### src/rtl/debounce_pkg.sv
// rtl/debounce_pkg.sv - shared constants and width helper for the button debouncer
// Purpose: holds the default timing values for the 100 MHz board clock and the
// clog2 helper used to size the debounce and long-press counters.
// Ports: none (package).
package debounce_pkg;

  // 65536 cycles at 100 MHz is about 655 us of required stability.
  localparam int unsigned DEFAULT_STABLE_CYCLES = 65536;
  // 50,000,000 cycles at 100 MHz is a 0.5 s hold for a long press.
  localparam int unsigned DEFAULT_LONG_CYCLES   = 50_000_000;

  // Ceiling log2 with a floor of 1, so a counter is never zero bits wide.
  function automatic int unsigned clog2(input int unsigned value);
    int unsigned width;
    width = 1;
    while ((longint'(1) << width) < longint'(value)) begin
      width = width + 1;
    end
    return width;
  endfunction

endpackage

### src/rtl/debounce_channel.sv
// rtl/debounce_channel.sv - one button channel: synchroniser, debounce and long-press timing
// Purpose: synchronises a polarity-corrected pin, debounces both edges
// symmetrically and generates press/release/long-press pulses.
// Ports:
//   clk_i        - system clock, rising edge
//   rst_ni       - asynchronous active-low reset
//   pin_i        - raw pin, already corrected so 1 = pressed
//   level_o      - debounced pressed state
//   press_o      - one-cycle pulse on level 0->1
//   release_o    - one-cycle pulse on level 1->0
//   long_press_o - one-cycle pulse once per press after the hold time
module debounce_channel
  import debounce_pkg::*;
#(
  parameter int unsigned STABLE_CYCLES = DEFAULT_STABLE_CYCLES,
  parameter int unsigned LONG_CYCLES   = DEFAULT_LONG_CYCLES
) (
  input  logic clk_i,
  input  logic rst_ni,
  input  logic pin_i,
  output logic level_o,
  output logic press_o,
  output logic release_o,
  output logic long_press_o
);

  localparam int unsigned CNT_W  = clog2(STABLE_CYCLES);
  localparam int unsigned LONG_W = clog2(LONG_CYCLES + 1);

  localparam logic [CNT_W-1:0]  CNT_LAST  = CNT_W'(STABLE_CYCLES - 1);
  localparam logic [LONG_W-1:0] HOLD_MAX  = LONG_W'(LONG_CYCLES);
  localparam logic [LONG_W-1:0] HOLD_FIRE = LONG_W'(LONG_CYCLES - 1);

  logic              s0_q, s0_d;
  logic              s1_q, s1_d;
  logic              level_q, level_d;
  logic [CNT_W-1:0]  cnt_q, cnt_d;
  logic [LONG_W-1:0] hold_q, hold_d;
  logic              press_q, press_d;
  logic              release_q, release_d;
  logic              long_q, long_d;

  always_comb begin
    s0_d      = pin_i;
    s1_d      = s0_q;
    level_d   = level_q;
    cnt_d     = cnt_q;
    press_d   = 1'b0;
    release_d = 1'b0;

    // Any cycle where the synchronised pin agrees with the level restarts
    // the stability count, so only an uninterrupted run can flip the level.
    if (s1_q == level_q) begin
      cnt_d = '0;
    end else if (cnt_q == CNT_LAST) begin
      level_d   = s1_q;
      cnt_d     = '0;
      press_d   = s1_q;
      release_d = ~s1_q;
    end else begin
      cnt_d = cnt_q + CNT_W'(1);
    end

    // Hold time counts only while the level stays high across this edge;
    // the falling edge itself clears it. Saturation gives a single pulse.
    hold_d = '0;
    long_d = 1'b0;
    if (level_q && level_d) begin
      hold_d = (hold_q == HOLD_MAX) ? hold_q : hold_q + LONG_W'(1);
      long_d = (hold_q == HOLD_FIRE);
    end
  end

  always_ff @(posedge clk_i or negedge rst_ni) begin
    if (!rst_ni) begin
      s0_q      <= 1'b0;
      s1_q      <= 1'b0;
      level_q   <= 1'b0;
      cnt_q     <= '0;
      hold_q    <= '0;
      press_q   <= 1'b0;
      release_q <= 1'b0;
      long_q    <= 1'b0;
    end else begin
      s0_q      <= s0_d;
      s1_q      <= s1_d;
      level_q   <= level_d;
      cnt_q     <= cnt_d;
      hold_q    <= hold_d;
      press_q   <= press_d;
      release_q <= release_d;
      long_q    <= long_d;
    end
  end

  assign level_o      = level_q;
  assign press_o      = press_q;
  assign release_o    = release_q;
  assign long_press_o = long_q;

endmodule

### src/rtl/debounce_bank.sv
// rtl/debounce_bank.sv - multi-channel push-button conditioner
// Purpose: applies optional pin inversion and instantiates one independent
// debounce channel per button.
// Ports:
//   clk_i        - system clock, rising edge
//   rst_ni       - asynchronous active-low reset
//   button_i     - raw asynchronous pins, N_CH wide
//   level_o      - debounced pressed state per channel
//   press_o      - per-channel one-cycle press pulse
//   release_o    - per-channel one-cycle release pulse
//   long_press_o - per-channel one-cycle long-press pulse
module debounce_bank
  import debounce_pkg::*;
#(
  parameter int unsigned N_CH          = 4,
  parameter int unsigned STABLE_CYCLES = DEFAULT_STABLE_CYCLES,
  parameter int unsigned LONG_CYCLES   = DEFAULT_LONG_CYCLES,
  parameter bit          ACTIVE_HIGH   = 1'b1
) (
  input  logic            clk_i,
  input  logic            rst_ni,
  input  logic [N_CH-1:0] button_i,
  output logic [N_CH-1:0] level_o,
  output logic [N_CH-1:0] press_o,
  output logic [N_CH-1:0] release_o,
  output logic [N_CH-1:0] long_press_o
);

  // Normalise polarity before the synchroniser so every channel sees 1 = pressed.
  logic [N_CH-1:0] pin;
  assign pin = ACTIVE_HIGH ? button_i : ~button_i;

  for (genvar ch = 0; ch < N_CH; ch++) begin : g_ch
    debounce_channel #(
      .STABLE_CYCLES (STABLE_CYCLES),
      .LONG_CYCLES   (LONG_CYCLES)
    ) u_channel (
      .clk_i        (clk_i),
      .rst_ni       (rst_ni),
      .pin_i        (pin[ch]),
      .level_o      (level_o[ch]),
      .press_o      (press_o[ch]),
      .release_o    (release_o[ch]),
      .long_press_o (long_press_o[ch])
    );
  end

endmodule

### config.mk
export PLATFORM = sky130hd
export DESIGN_NAME = debounce_bank
export DESIGN_NICKNAME = d
export VERILOG_FILES = /design/src/rtl/debounce_pkg.sv /design/src/rtl/debounce_channel.sv /design/src/rtl/debounce_bank.sv
export SDC_FILE = /design/constraint.sdc
export NUM_CORES = 1
export LEC_CHECK = 0
export CAP_MARGIN = 20
export CORE_MARGIN = 2
export CORE_UTILIZATION = 35
export CTS_CLUSTER_SIZE = 14
export DETAILED_ROUTE_END_ITERATION = 7
export HOLD_SLACK_MARGIN = 0.12
export MAX_ROUTING_LAYER = met4
export SLEW_MARGIN = 20
export SYNTH_ARGS = -nofsm -noshare
export SYNTH_HDL_FRONTEND = slang
export SYNTH_HIERARCHICAL = 1
export SYNTH_SLANG_ARGS = --single-unit
### constraint.sdc
create_clock -name clk_i -period 1.9 [get_ports clk_i]
set_input_delay 0.285 -clock clk_i [delete_from_list [all_inputs] [get_ports clk_i]]
set_output_delay 0.285 -clock clk_i [all_outputs]
set_load 0.02 [all_outputs]
After elaboration in Yosys (flattened, before gate mapping)
Cells that the tools add are included.
Storage, ports and cells
  output and inout bits: 16
  register bits after elaboration: 192
Cells by class
  multiplexer cells: 44
  bitwise operators: 4
  reduce and logical (&&, ||, !) cells: 4
  $add $sub $neg: 8
  equality and inequality tests: 20
Operators with widths (count)
  26-bit equality test, second input constant: 8
  26-bit 2-to-1 mux: 8
  16-bit 2-to-1 mux: 8
  26-bit by 1-bit adder with 26-bit output, second input constant: 4
  16-bit by 1-bit adder with 16-bit output, second input constant: 4
  16-bit equality test, second input constant: 4
  1-bit 2-to-1 mux: 28
  2-bit inequality test, second input constant: 4
  1-bit equality test: 4
  1-bit logical AND: 4
  1-bit NOT: 4

Longest topological paths before layout
  word-level depth: 5
  depth in mapped cells: 8

Hierarchy
Netlist, hierarchy kept.
Modules (own cells, without submodules)
  debounce_channel (g_ch[0].u_channel ...): cells an instance 235, seq. area each 1201.2 um2, area each 2398.6 um2, instances 3
  debounce_channel (g_ch[1].u_channel): cells an instance 234, seq. area each 1201.2 um2, area each 2359.8 um2, instances 1

Worst setup path after synthesis
OpenSTA, ideal clock, no wires.
  kind: register to register
  start point: register g_ch[1].u_channel.cnt_q[0]
  end point: register g_ch[1].u_channel.cnt_q[10]
  arrival: 1671 ps
  stages on the path, launching flop included: 9
  path slack: 158 ps
  data required time: 1829 ps
  path buffers: 2
  clock period less this slack: 1742 ps
  cells stage by stage: dfrtp_1 ha_1 and4_1 nand4_4 nor2_1 or2_2 buf_2 buf_4 nor2_1
On the way
  cells in the longest elaborated chain, start to end: 3
Ends and longest elaborated chain
  start: declaration: line debounce_channel.sv:37  | logic [CNT_W-1:0] cnt_q, cnt_d;
  start signal: assignment: line debounce_channel.sv:88  | cnt_q <= cnt_d;
  16-bit by 1-bit adder with 16-bit output or 16-bit equality test (tied branches): line debounce_channel.sv:61, debounce_channel.sv:55
  16-bit 2-to-1 mux (*): line debounce_channel.sv:55  | end else if (cnt_q == CNT_LAST) begin
  16-bit 2-to-1 mux (*): line debounce_channel.sv:53  | if (s1_q == level_q) begin
  via g_ch[1].u_channel.cnt_d[10]: line debounce_channel.sv:37
The timed path passes the listed nets; every way through them passes the cells marked *.
A chain may end at the register's enable or synchronous reset.

Worst setup path after layout
  start point: register g_ch[3].u_channel.cnt_q[0]
  end point: register g_ch[3].u_channel.long_q
On the way
  cells in the longest elaborated chain, start to end: 5
Ends and longest elaborated chain
  start: declaration: line debounce_channel.sv:37
  start signal: assignment: line debounce_channel.sv:88
  16-bit equality test: line debounce_channel.sv:55
  1-bit 2-to-1 mux: line debounce_channel.sv:55
  1-bit 2-to-1 mux: line debounce_channel.sv:53
  1-bit logical AND: line debounce_channel.sv:68  | if (level_q && level_d) begin
  1-bit 2-to-1 mux: line debounce_channel.sv:68
  via g_ch[3].u_channel.long_d: line debounce_channel.sv:41  | logic long_q, long_d;
  end signal: assignment: line debounce_channel.sv:92  | long_q <= long_d;
  end: declaration: line debounce_channel.sv:41
The timed path passes the listed nets, and every way through them passes these cells.

==> results_dict.tcl <==
set metrics [dict create \
    status "finished, final reports clean" \
    syn_inst 939 \
    cpMaxStageDelayCell "dfrtp_1" \
    hp-start "button_i[1]" \
    grt_usage_pct 13.5 \
    slew_headroom_pct 70.3 \
    finalMaxSlewViolations 0 \
    synth.ff_latch_count 192 \
    finalHoldViolations 0 \
    cts_buffers 17 \
    cp-end-kind "register" \
    synth_edf_count 0 \
    drive_gt1_share_pct 13.4 \
    critical_path_required_ps 2220 \
    dieHeight_um 169 \
    crit_fanout 27 \
    top_usage_layer "met2" \
    num_io_pins 22 \
    rsz0062_at_grt "yes" \
    ir_drop_mv 0.598 \
    use_met1_pct 17.6 \
    arrival_ps 2120 \
    cts_tree "done" \
    start_util_pct 35.6 \
    grt_util_met3_pct 2.78 \
    drt-total-wl_mm 17.3 \
    critical_path_class "reg -> reg" \
    max_stage_delay_ps 400 \
    final.setup_skew_ps 7.85 \
    post-route-drc-count 0 \
    final_area_um2 11100 \
    leakage_nw 4.61 \
    firstDrtPassIters 4 \
    clockRootBuffer "clkbuf_16" \
    postRouteAntennaNets 0 \
    seq_area_frac_synth_pct 50.3 \
    wl_per_cell_um 12.8 \
    grt_pass1_vias 6700 \
    rows 60 \
    ys_warn_count 6 \
    drt_iter0_markers 446 \
    synth_area_um2 9560 \
    worst_slack_ps 95.1 \
    syn_avg_cell_area_um2 10.2 \
    maxCapViolCount 0 \
    syn_to_final_growth_pct 16.6 \
    fmax_mhz 554 \
    setup_violations 0 \
    grt_max_degree 51 \
    antenna_cells 0 \
    clk_latency_ps 440 \
    startpoint_type "register" \
    power_density_nw_per_um2 700 \
    clock_path_buffers 2 \
    r2r_start "g_ch[3].u_channel/cnt_q[0]" \
    dpl_cell_area_um2 10500 \
    ys_types 49 \
    worst_pin_slew_ps 443 \
    grt_pass1_wl_mm 31.2 \
    place_congestion 0.834 \
    via_per_inst 4.84 \
    io_buffers 21 \
    nNetsFinal 1023 \
    async_flop_share_pct 100 \
    ys.flop_type "dfrtp_1" \
    hpwlAfterDp_mm 11.7 \
    gr-total-overflow 0 \
    syn_nets 961 \
    clkTransAtPathRegs_ps 70 \
    vias 6554 \
    cp_cell_sequence "ha_1 > and4_1 > nand4_4 > o31ai_4 > buf_12 > nor4_1" \
    finalCritPeriodShare_pct 95.0 \
    r2r_setup_slack_ps 100 \
    core_um2 26900 \
    min_period_ps 1800 \
    final_util_pct 41.4 \
    crit_path_start "g_ch[3].u_channel/cnt_q[0]" \
    use_met2_pct 21.1 \
    htreeDepth 4 \
    die_x_um 169 \
    antenna_found_initial 0 \
    numClockSinks 192 \
    place_ws_ps 100 \
    die_area_um2 28600 \
    hp-class "in -> reg" \
]
[state kept, by name, summed over array words and instances, names as in the netlist]
| name | count |
|---|---|
| g_ch.u_channel/s0_q | 4 |
| g_ch.u_channel/press_o | 4 |
| g_ch.u_channel/s1_q | 4 |
| g_ch.u_channel/level_o | 4 |
| g_ch.u_channel/release_o | 4 |
| g_ch.u_channel/hold_q | 104 |
| g_ch.u_channel/long_press_o | 4 |
| g_ch.u_channel/cnt_q | 64 |
[power by group]
group | switching [W] | internal [W]
clock | 0.00172 | 0.00175
sequential | 0.0000304 | 0.00411
combinational | 0.000125 | 0.0000649
[area by class of cell]
class,count,area (µm²)
flip-flops and latches,192,4810
well taps,341,427
repair buffers,64,674
clock buffers,18,429
multi-input cells,705,4580
fillers,2580,15700
inverters,21,78.8
clock inverters,14,141
[logic make-up after synthesis]
| group | count (synthesis) | synth area share (%) |
|---|---|---|
| AO/OA/AOI/OAI | 24 | 1.98 |
| XOR/XNOR | 148 | 13.6 |
| adder cells (fa/ha/maj) | 16 | 2.10 |
| buffers and inverters | 42 | 2.49 |
| flip-flops | 192 | 50.3 |
| multiplexers | 8 | 0.890 |
| AND/OR/NAND/NOR | 509 | 28.7 |
[through the flow]
step	TNS, ps	hold WS (ps)	std cells	total power (W)
after floorplan	0	-10.6	939	0.00428
after global placement	0	275	1320	0.00442
after detailed placement	0	286	1320	0.00442
after CTS	0	260	1353	0.00794
after global routing	-101	254	1355	0.00814
final	0	282	1355	0.00780
[path summary, 6_finish.rpt]
path                                             endpoint  cells past startpoint
hold / removal                     g_ch[1].u_channel/s0_q                      1
max in group asynchronous      g_ch[1].u_channel/cnt_q[7]                      3
setup reg to reg           g_ch[3].u_channel/long_press_o                      6
hold reg to reg                    g_ch[3].u_channel/s1_q                      0
min in group asynchronous          g_ch[2].u_channel/s1_q                      2
setup / recovery           g_ch[3].u_channel/long_press_o                      6
[critical path: cells and delay by family (launching register included)]
family / cells / cell delay [ps]
flip-flops: 1 / 400
adder cells (fa/ha/maj): 1 / 210
AO/OA/AOI/OAI: 1 / 300
AND/OR/NAND/NOR: 3 / 550
buffers and inverters: 1 / 210
[cells in the mapped netlist, types with 11 or more instances]
cell type | instances | area share (%)
xor2_1 | 82 | 7.5
nand3_1 | 78 | 4.1
nand2_1 | 48 | 1.9
or3_1 | 11 | 0.72
dfrtp_1 | 192 | 50
nor3_1 | 11 | 0.58
nand4_1 | 37 | 2.4
and4_1 | 11 | 1.0
inv_1 | 21 | 0.82
nor2_1 | 217 | 8.5
a21oi_1 | 11 | 0.58
xnor2_1 | 66 | 6.0
ha_1 | 16 | 2.1
[cells in the final DEF, fill, tap and decap left out, types with 7 or more instances in the layout]
cell               n
nand3_1           75
a21oi_1           11
nand2b_1           8
clkbuf_16         17
nand2_1           48
inv_1             20
nor3_1            11
xnor2_1           66
and4_1            11
dfrtp_1          190
ha_1              16
buf_4             32
inv_6              7
clkdlybuf4s50_1   16
and3_1            10
nor2_1           216
nand4_4            7
nand4_1           37
xor2_1            82
buf_12            10
or3_1             11
[repair_timing]
action	4_1_cts	5_1_grt
endpoints found under the hold margin	45	0
setup buffers	0	2
hold buffers	1	0
resized for setup	0	20
setup endpoints to repair	0	34
[layer usage]
| metal | share of wire, % | vias up | routed length (µm) |
|---|---|---|---|
| li1 | - | 3306 | - |
| met1 | 50 | 3175 | 8700 |
| met2 | 46 | 55 | 8000 |
| met3 | 2.0 | 18 | 353 |
| met4 | 1.3 | 0 | 233 |
| met5 | 0 | - | 0 |
(Power assumes the default switching activity.)
